<file path="src/rtl/game_ctrl_bank.sv">
// Keypad menu FSM (MENU/HELP/SELECT/PLAY) editing a cursor-addressed bank of modulo counters, with a stretched buzzer alarm on wrap.
// Latency: a press acts on the first clk edge that sees it; all outputs are registered, so they change on that edge (1 cycle).
// Backpressure: none; each press is a single-shot event, and lower-priority simultaneous presses are dropped, not queued.
// Optional: define GAME_CTRL_TIMEOUT_EN to leave PLAY for MENU after TIMEOUT_CYC cycles without a key press.
module game_ctrl_bank #(
    parameter int NUM_CH      = 10,
    parameter int DIGIT_W     = 4,
    parameter int MOD         = 10,
    parameter int INIT_VAL    = 1,
    parameter int ALARM_CYC   = 25000000,
    parameter int TIMEOUT_CYC = 500000000
) (
    input  logic                          clk,
    input  logic                          rst,
    input  logic [15:0]                   key,
    output logic [1:0]                    state,
    output logic [$clog2(NUM_CH+1)-1:0]   active_cnt,
    output logic [$clog2(NUM_CH)-1:0]     cursor,
    output logic [NUM_CH*DIGIT_W-1:0]     status,
    output logic                          alarm
);

    localparam int CNT_W = $clog2(NUM_CH + 1);
    localparam int CUR_W = $clog2(NUM_CH);
    localparam int ALM_W = $clog2(ALARM_CYC + 1);

    localparam logic [DIGIT_W-1:0] DIG_MAX  = DIGIT_W'(MOD - 1);
    localparam logic [DIGIT_W-1:0] DIG_INIT = DIGIT_W'(INIT_VAL);

    // Key positions on the scanner bus
    localparam int K_HELP  = 15;
    localparam int K_NEXT  = 14;
    localparam int K_BACK  = 13;
    localparam int K_EXIT  = 12;
    localparam int K_COUNT = 11;
    localparam int K_LEFT  = 7;
    localparam int K_DOWN  = 6;
    localparam int K_RIGHT = 5;
    localparam int K_UP    = 2;

    // Reject parameter sets the counter and cursor arithmetic cannot represent
    if (NUM_CH < 2 || NUM_CH > 16 || MOD < 2 || MOD > (1 << DIGIT_W) ||
        INIT_VAL < 0 || INIT_VAL >= MOD || ALARM_CYC < 1 || TIMEOUT_CYC < 1) begin : g_param_err
        $error("game_ctrl_bank: parameter out of range");
    end

    typedef enum logic [1:0] {
        S_MENU   = 2'b00,
        S_HELP   = 2'b01,
        S_SELECT = 2'b10,
        S_PLAY   = 2'b11
    } state_t;

    typedef enum logic [3:0] {
        A_NONE,
        A_TO_HELP,
        A_TO_SELECT,
        A_TO_MENU,
        A_COUNT,
        A_TO_PLAY,
        A_LEFT,
        A_RIGHT,
        A_UP,
        A_DOWN
    } act_t;

    state_t               state_q;
    logic [CNT_W-1:0]     active_cnt_q;
    logic [CUR_W-1:0]     cursor_q;
    logic [DIGIT_W-1:0]   ch [NUM_CH];
    logic [ALM_W-1:0]     alarm_cnt;
    logic                 alarm_q;

    logic [15:0]          key_q;
    logic [15:0]          press;
    act_t                 act;
    logic [DIGIT_W-1:0]   cur_val;
    logic [DIGIT_W-1:0]   ch_next;
    logic                 wrap;
    logic [CUR_W-1:0]     cursor_last;
    logic                 timeout;

    assign press       = key & ~key_q;
    assign cursor_last = CUR_W'(active_cnt_q - CNT_W'(1));

    // Keys with no action here (confirm and the spare positions) only matter to the idle timer
    logic unused_keys;
    assign unused_keys = ^{press[10:8], press[4:3], press[1:0]};

    // Key history for rising-edge detection; a held key yields a single press
    always_ff @(posedge clk or negedge rst) begin
        if (!rst) begin
            key_q <= '0;
        end else begin
            key_q <= key;
        end
    end

    // Pick the single highest-priority event that is meaningful in the current state
    always_comb begin
        act = A_NONE;
        case (state_q)
            S_MENU: begin
                if      (press[K_HELP]) act = A_TO_HELP;
                else if (press[K_NEXT]) act = A_TO_SELECT;
            end
            S_HELP: begin
                if      (press[K_NEXT]) act = A_TO_SELECT;
                else if (press[K_BACK]) act = A_TO_MENU;
            end
            S_SELECT: begin
                if      (press[K_EXIT])  act = A_TO_MENU;
                else if (press[K_NEXT])  act = A_TO_PLAY;
                else if (press[K_COUNT]) act = A_COUNT;
            end
            S_PLAY: begin
                if      (press[K_EXIT])  act = A_TO_MENU;
                else if (press[K_LEFT])  act = A_LEFT;
                else if (press[K_RIGHT]) act = A_RIGHT;
                else if (press[K_UP])    act = A_UP;
                else if (press[K_DOWN])  act = A_DOWN;
            end
            default: act = A_NONE;
        endcase
    end

    // Next value of the channel under the cursor and whether that edit wraps
    always_comb begin
        cur_val = ch[cursor_q];
        ch_next = cur_val;
        wrap    = 1'b0;
        if (act == A_UP) begin
            if (cur_val == DIG_MAX) begin
                ch_next = '0;
                wrap    = 1'b1;
            end else begin
                ch_next = cur_val + DIGIT_W'(1);
            end
        end else if (act == A_DOWN) begin
            if (cur_val == '0) begin
                ch_next = DIG_MAX;
                wrap    = 1'b1;
            end else begin
                ch_next = cur_val - DIGIT_W'(1);
            end
        end
    end

`ifdef GAME_CTRL_TIMEOUT_EN
    localparam int IDLE_W = $clog2(TIMEOUT_CYC + 1);

    logic [IDLE_W-1:0] idle_cnt;

    // Timeout fires on the cycle that would complete TIMEOUT_CYC press-free PLAY cycles
    assign timeout = (state_q == S_PLAY) && (press == '0) &&
                     (idle_cnt == IDLE_W'(TIMEOUT_CYC - 1));

    // Idle timer: runs only in PLAY, restarts on any press
    always_ff @(posedge clk or negedge rst) begin
        if (!rst) begin
            idle_cnt <= '0;
        end else if (state_q != S_PLAY || press != '0 || timeout) begin
            idle_cnt <= '0;
        end else begin
            idle_cnt <= idle_cnt + IDLE_W'(1);
        end
    end
`else
    assign timeout = 1'b0;
`endif

    // Menu FSM, channel bank, cursor and alarm stretcher
    always_ff @(posedge clk or negedge rst) begin
        if (!rst) begin
            state_q      <= S_MENU;
            active_cnt_q <= CNT_W'(1);
            cursor_q     <= '0;
            for (int i = 0; i < NUM_CH; i++) begin
                ch[i] <= DIG_INIT;
            end
            alarm_cnt    <= '0;
            alarm_q      <= 1'b0;
        end else begin
            // Default alarm behaviour is to count down; wraps and exits override it below
            if (alarm_cnt != '0) begin
                alarm_cnt <= alarm_cnt - ALM_W'(1);
                alarm_q   <= (alarm_cnt != ALM_W'(1));
            end

            if (timeout) begin
                state_q   <= S_MENU;
                alarm_cnt <= '0;
                alarm_q   <= 1'b0;
            end else begin
                case (act)
                    A_TO_HELP:   state_q <= S_HELP;
                    A_TO_SELECT: state_q <= S_SELECT;
                    A_TO_MENU: begin
                        state_q   <= S_MENU;
                        alarm_cnt <= '0;
                        alarm_q   <= 1'b0;
                    end
                    A_COUNT: begin
                        if (active_cnt_q == CNT_W'(NUM_CH)) begin
                            active_cnt_q <= CNT_W'(1);
                        end else begin
                            active_cnt_q <= active_cnt_q + CNT_W'(1);
                        end
                    end
                    A_TO_PLAY: begin
                        state_q  <= S_PLAY;
                        cursor_q <= '0;
                        for (int i = 0; i < NUM_CH; i++) begin
                            ch[i] <= DIG_INIT;
                        end
                    end
                    A_LEFT: begin
                        cursor_q <= (cursor_q == '0) ? cursor_last : cursor_q - CUR_W'(1);
                    end
                    A_RIGHT: begin
                        cursor_q <= (cursor_q == cursor_last) ? '0 : cursor_q + CUR_W'(1);
                    end
                    A_UP, A_DOWN: begin
                        ch[cursor_q] <= ch_next;
                        if (wrap) begin
                            alarm_cnt <= ALM_W'(ALARM_CYC);
                            alarm_q   <= 1'b1;
                        end
                    end
                    default: ;
                endcase
            end
        end
    end

    assign state      = state_q;
    assign active_cnt = active_cnt_q;
    assign cursor     = cursor_q;
    assign alarm      = alarm_q;

    for (genvar g = 0; g < NUM_CH; g++) begin : g_status
        assign status[g*DIGIT_W +: DIGIT_W] = ch[g];
    end

endmodule

</file>
<file path="config.mk">
export PLATFORM = sky130hd
export DESIGN_NAME = game_ctrl_bank
export DESIGN_NICKNAME = d
export VERILOG_FILES = /design/src/rtl/game_ctrl_bank.sv
export SDC_FILE = /design/constraint.sdc
export NUM_CORES = 1
export LEC_CHECK = 0
export CAP_MARGIN = 20
export CELL_PAD_IN_SITES_DETAIL_PLACEMENT = 1
export CELL_PAD_IN_SITES_GLOBAL_PLACEMENT = 1
export CORE_MARGIN = 2
export CORE_UTILIZATION = 38
export DETAILED_ROUTE_END_ITERATION = 7
export PLACE_DENSITY_LB_ADDON = 0.1
export SYNTH_ARGS = -nofsm -noshare
export SYNTH_HDL_FRONTEND = slang
export SYNTH_SLANG_ARGS = --single-unit
</file>
<file path="constraint.sdc">
create_clock -name clk -period 3.1 [get_ports clk]
set_input_delay 0.31 -clock clk [delete_from_list [all_inputs] [get_ports clk]]
set_output_delay 0.31 -clock clk [all_outputs]
set_load 0.02 [all_outputs]
</file>
Word level (Yosys, flattened, before mapping)
Cells that the tools add are included.
- eq/ne operators: 16
- mux-type cells: 39
- reductions and logical operators: 9
- divide/modulo/power cells: 0
- bitwise gates (word level): 3
- shift-type cells: 0
- $mul: 0
- order comparisons: 2
- add/subtract/negate cells: 7
- operators by type and width (operator ; number):
    40-bit case mux with 2 select lines ; 1
    4-bit two-way mux ; 15
    25-bit two-way mux ; 2
    25-bit case mux with 2 select lines ; 1
    40-bit bitwise mux ; 1
    25-bit by 1-bit != test with 1-bit output, second input constant ; 1
    25-bit nonzero test ; 1
    25-bit by 1-bit subtractor with 25-bit output, second input constant ; 1
    16-bit AND ; 1
    4-bit binary-select mux with 4-bit select ; 1
    4-bit demux with 4-bit select ; 1
    4-bit by 3-bit equality test with 1-bit output, second input constant ; 4
    4-bit equality test, second input constant ; 4
    16-bit NOT ; 1
    4-bit case mux with 4 select lines ; 1
    4-bit by 1-bit adder with 4-bit output, second input constant ; 3
    4-bit case mux with 3 select lines ; 1
    4-bit by 1-bit subtractor with 4-bit output, second input constant ; 3
    3-bit two-way mux ; 3
    4-bit by 2-bit equality test with 1-bit output, second input constant ; 2
    4-bit logical NOT ; 2
    2-bit two-way mux ; 4
    2-bit case mux with 4 select lines ; 1
    1-bit two-way mux ; 6
    14 further kinds ; 15
- output and inout port bits: 51
- bits in read-only memories: 0
- register bits: 92
- memories kept: 0
- bits in latches: 0
- word-level logic and storage cells: 92
- memory bits (writable): 0

Depth between registers and ports, before layout
- word-level depth: 13
- mapped depth: 15
- gate-level depth less buffers: 11

Worst setup path after synthesis
No wires, ideal clock.
- path type: reg2reg
- from: register cursor_q[0], in the netlist cursor[0]
- to: register alarm_cnt[0]
- arrival time: 3105 ps
- data required time: 3029 ps
- stages on the path, launching flop included: 15
- slack: -76 ps
- clock period less this slack: 3176 ps
- cell sequence: dfrtp_1 > buf_2 > inv_1 > a2111oi_0 > o31a_1 > inv_1 > clkbuf_1 > ha_1 > inv_1 > a31oi_1 > and4_1 > o21ai_0 > nand2b_1 > buf_2 > nor2_1
- longest elaborated chain between the ends: 10
- elaborated cells on any way between the ends: 12
- ends and longest elaborated chain (what ; line ; source):
    start: declaration ; 69 ; logic [CUR_W-1:0] cursor_q;
    start signal: assignment ; 218 ; cursor_q <= (cursor_q == '0) ? cursor_last : cursor_q - CUR_W'(1);
    start signal: assignment ; 221 ; cursor_q <= (cursor_q == cursor_last) ? '0 : cursor_q + CUR_W'(1);
    4-bit NOT with 5-bit output (not written as such) (*) ; 129 ; cur_val = ch[cursor_q];
    4-bit binary-select mux with 4-bit select (*) ; 129 ;
    4-bit two-way mux (not written as such) (*) (2 in series) ; 129 ;
    4-bit logical NOT ; 140 ; if (cur_val == '0) begin
    1-bit two-way mux ; 140 ;
    1-bit two-way mux ; 139 ; end else if (act == A_DOWN) begin
    1-bit two-way mux (*) ; 132 ; if (act == A_UP) begin
    25-bit two-way mux (*) ; 225 ; if (wrap) begin
    25-bit case mux with 2 select lines (*) ; 195 ; case (act)
    end signal: assignment ; 186 ; alarm_cnt <= alarm_cnt - ALM_W'(1);
    end signal: assignment ; 226 ; alarm_cnt <= ALM_W'(ALARM_CYC);
    end: declaration ; 71 ; logic [ALM_W-1:0] alarm_cnt;
Mark *: on every way between the ends. The rest lies on a longest branch, timed or not. The select of a mux whose other input is x is not followed.
A chain may end at the register's enable or synchronous reset.

Worst setup path after layout
- from: register cursor_q[0], in the netlist cursor[0]
- to: register ch, in the netlist status[27]
- longest elaborated chain between the ends: 10
- elaborated cells on any way between the ends: 19
- ends and longest elaborated chain (what ; line ; source):
    4-bit NOT with 5-bit output (not written as such) (*) ; 129, 224 ;
    4-bit binary-select mux with 4-bit select ; 129 ;
    4-bit two-way mux (not written as such) (2 in series) ; 129 ;
    4-bit by 1-bit subtractor with 4-bit output / 4-bit logical NOT (equally long branches) ; 144, 140 ;
    4-bit two-way mux ; 140 ;
    4-bit two-way mux ; 139 ;
    4-bit two-way mux ; 132 ;
    40-bit bitwise mux (*) ; 224 ; ch[cursor_q] <= ch_next;
    40-bit case mux with 2 select lines (*) ; 195 ;
    end signal: indexed assignment ; 224 ;
    end: declaration ; 70 ; logic [DIGIT_W-1:0] ch [NUM_CH];
Marked as above.

==> parameters.txt <==
Parameter                              Value

Run status
  Run status ... finished, final reports clean

Synthesis
  Count of synthesis-stage warnings from yosys ... 0
  Area share of the largest cell type after synthesis ... 0.381
  Most common library cells after synthesis ... sky130_fd_sc_hd__dfrtp_1, sky130_fd_sc_hd__nand3_1, sky130_fd_sc_hd__o21ai_0
  Seq/Total Area, Yosys ... 0.441
  Mean area per synthesized cell ... about 9.7 um^2
  Syn Nets ... approximately 540
  Most used standard cell by instance count after synthesis ... sky130_fd_sc_hd__dfrtp_1
  Post-Syn Area ... about 5000 um^2
  Count of flip-flops with a built-in enable after synthesis ... 0
  FF+latch count, synth ... 85
  Unique cell type count in the Yosys netlist ... 67
  Mapped Cells ... around 500
  Share of flip-flops with an asynchronous set or reset ... 1.00
  Biggest area consumer among synthesized cells ... sky130_fd_sc_hd__dfrtp_1
  Synth area leaders ... sky130_fd_sc_hd__dfrtp_1, sky130_fd_sc_hd__dfstp_2, sky130_fd_sc_hd__nand3_1
  Most instantiated flip-flop cell in the synthesis netlist ... sky130_fd_sc_hd__dfrtp_1

GRT
  Initial antenna violation count ... 0
  Aggregate global routing overflow ... 0
  Pin count of the biggest net entering global routing ... 65
  Via count of the first global-routing pass ... around 4500
  Global-route wire length before repair ... between 20 and 25 mm
  Total global routing track utilization ... 0.218

Detailed routing
  Routed WL per cell ... 18.3 um
  Wirelength, routed ... about 14 mm
  Count of unresolved DRC violations after routing ... 0
  Antenna viol nets, final ... 0
  Violation count after the first detailed-routing iteration ... between 200 and 250
  Avg Vias per Cell ... 5.57
  Pre-antenna DRT Iters ... 4
  Total number of vias ... 4234

Place
  Worst setup timing slack at the placement stage ... 0.00818 ns
  Global placer's final weighted congestion ... roughly 0.83
  Cells after DPL ... roughly 740
  Buffers added on ports ... between 60 and 70
  HPWL after detailed placement ... 10.2 mm

Worst setup path
  Critical path startpoint category ... register
  Critical Path End Type ... register
  Maximum fanout along the worst path ... 10
  Data required time of the worst path ... roughly 3.3 ns
  Max stage delay cell, worst path ... sky130_fd_sc_hd__dfrtp_1
  Cell breakdown of the critical path ... buf_4 > mux4_2 > nand2_1 > and3_1 > nand4_1 > or3_1 > a31oi_4 > o21ai_1
  WS Path Type ... reg -> reg
  Crit path arrival time ... between 3 and 4 ns
  Max stage delay on crit path ... 0.58 ns

Layout
  Post-Layout Cell Count ... 760
  Number of nets in the layout ... just over 600
  Antenna cell count ... 0
  Area growth syn-to-layout ... 25.6%
  Layout cell share with drive strength beyond 1 ... 0.148

Pwr
  Combinational Power Share ... 0.488
  Relative contribution of sequential cells to total power ... 0.325
  Power per standard cell area ... roughly 870 nW/um^2
  Power after layout ... 5.32 mW
  Fraction of power spent switching nets ... 0.416
  Int Pwr ... 3.10 mW
  IR Drop Worst-Case VDD ... around 0.00034 V
  Switching power total ... 2.21 mW
  Portion of total power attributed to the clock network ... 0.188
  Static Leak ... roughly 2.5 nW

STA
  Slew at the pin closest to its max-slew limit ... approximately 0.84 ns
  Fin Clk Skew ... between 0.01 and 0.015 ns
  Max Slew Vio Count ... 0
  Setup repair after global routing missed its margin ... false
  Final min period ... 2.93 ns
  Worst hold slack after final layout ... approximately 0.061 ns
  Headroom to the max-slew limit ... 0.438
  Setup TNS ... 0 ns
  Final critical-path share of the clock period ... 0.944
  FMAX ... around 340 MHz
  Number of hold-slack violations in the final timing report ... 0
  Setup WS post-layout ... 0.173 ns
  Final setup violating endpoints ... 0

Clock network
  Total of hold buffers inserted after clock tree synthesis ... 0
  CTS HTree Levels ... 3
  Maximum clock path buffer count ... 2
  TritonCTS buffer count ... 9
  Clock transition at path regs ... around 0.06 ns
  Sink Count ... 85
  Clock tree from TritonCTS ... yes
  Library cell used as clock root buffer ... sky130_fd_sc_hd__clkbuf_16
  Worst-Skew Late Latency ... approximately 0.34 ns
  Total setup buffers inserted after CTS ... 0

Floorplan
  Die Span X ... between 100 and 150 um
  Die H ... roughly 120 um
  I/O Pins ... 69
  Total die area ... about 14000 um^2
  Number of rows created at floorplan ... 41
  Core region area ... between 10000 and 15000 um^2
  Effective utilization at floorplan ... 0.386

Run
  Max-cap violations ... 0

Hold path
  Worst min-delay path class ... in -> async
## what timing repair did
action	in CTS	in global routing
resized for setup	1	2
endpoints found under the setup margin	3	18
pin swaps	0	0
cloned	0	0
## critical path: cells and delay by family (launching register included)
| kind | cells | cell delay [ns] |
|---|---|---|
| DFF | 1 | 0.58 |
| muxes | 1 | 0.50 |
| buffers and inverters | 1 | 0.23 |
| and+or+nand+nor | 4 | 0.92 |
| AOI/OAI and AO/OA | 2 | 0.54 |
## power groups by stage
stage / sequential (mW) / clock, mW / combinational, mW
after CTS: 1.73 / 1.02 / 2.62
after floorplan: 1.78 / 0 / 1.62
after detailed placement: 1.74 / 0 / 2.60
after global routing: 1.77 / 1.09 / 2.86
after global placement: 1.73 / 0 / 2.52
final: 1.72 / 0.997 / 2.59
## state kept, by name, indices dropped and copies added, names as in the netlist
name / flops
status: 40
key_q: 9
state: 2
cursor: 4
alarm_cnt: 25
alarm: 1
active_cnt: 4
## routing by layer
layer,GRT usage,vias up,wire length [um]
met1,0.267,2146,6030
li1,-,1998,-
met3,0.0402,16,447
met4,0.0737,0,259
met2,0.387,74,7180
met5,0,-,0
## cells by family after synthesis
group | Yosys count | synth area share
flops | 85 | 0.441
fa+ha+maj | 16 | 0.0412
simple gates | 198 | 0.222
buf+inv | 39 | 0.0350
compound gates | 114 | 0.157
mux | 22 | 0.0531
xor+xnor | 28 | 0.0505
## metrics by stage
stage                util  area, um^2
floorplan               -        4860
global placement    0.463        5820
detailed placement  0.463        5820
CTS                 0.485        6090
global route        0.485        6100
finish              0.485        6100
## placed cells by master, fill, tap and decap left out, drive strengths merged, types with 5 or more instances in the layout
master / synthesis / final
dfrtp: 74 / 74
clkdlybuf4s50: 0 / 60
o21ai: 54 / 54
nand3: 48 / 48
nand2: 37 / 37
buf: 10 / 33
nor2: 32 / 32
xnor2: 20 / 20
inv: 16 / 16
ha: 16 / 16
nor4: 15 / 15
clkbuf: 13 / 14
nand2b: 12 / 12
o211ai: 12 / 12
dfstp: 11 / 11
nor3: 11 / 11
mux2: 10 / 10
mux2i: 10 / 10
or3: 9 / 9
xor2: 8 / 8
a21oi: 8 / 8
nor2b: 7 / 7
and3: 6 / 6
a211oi: 5 / 5
## final timing paths
check,from,end,slack [ns],cells after the start
worst max-delay path,cursor[0]$_DFFE_PN0P_,status[27]$_DFFE_PN0P_,0.17,8
worst min-delay path,rst,alarm_cnt[15]$_DFF_PN0_,0.06,1
worst max register to register,cursor[0]$_DFFE_PN0P_,status[27]$_DFFE_PN0P_,0.17,8
worst min register to register,status[0]$_DFFE_PN1P_,status[0]$_DFFE_PN1P_,0.52,2
max in group asynchronous,rst,status[12]$_DFFE_PN1P_,2.24,2
min in group clk,key[11],key_q[11]$_DFF_PN0_,0.43,1
## layout make-up
cell class,count,area (um^2)
Clock buffer,14,254
Clock inverter,2,12.5
Fill cell,1449,6470
Inverter,16,60.1
Multi-Input combinational cell,378,2550
Sequential cell,85,2140
Tap cell,172,215
Timing Repair Buffer,93,861
Note: power is estimated with default switching activity, not from simulation.
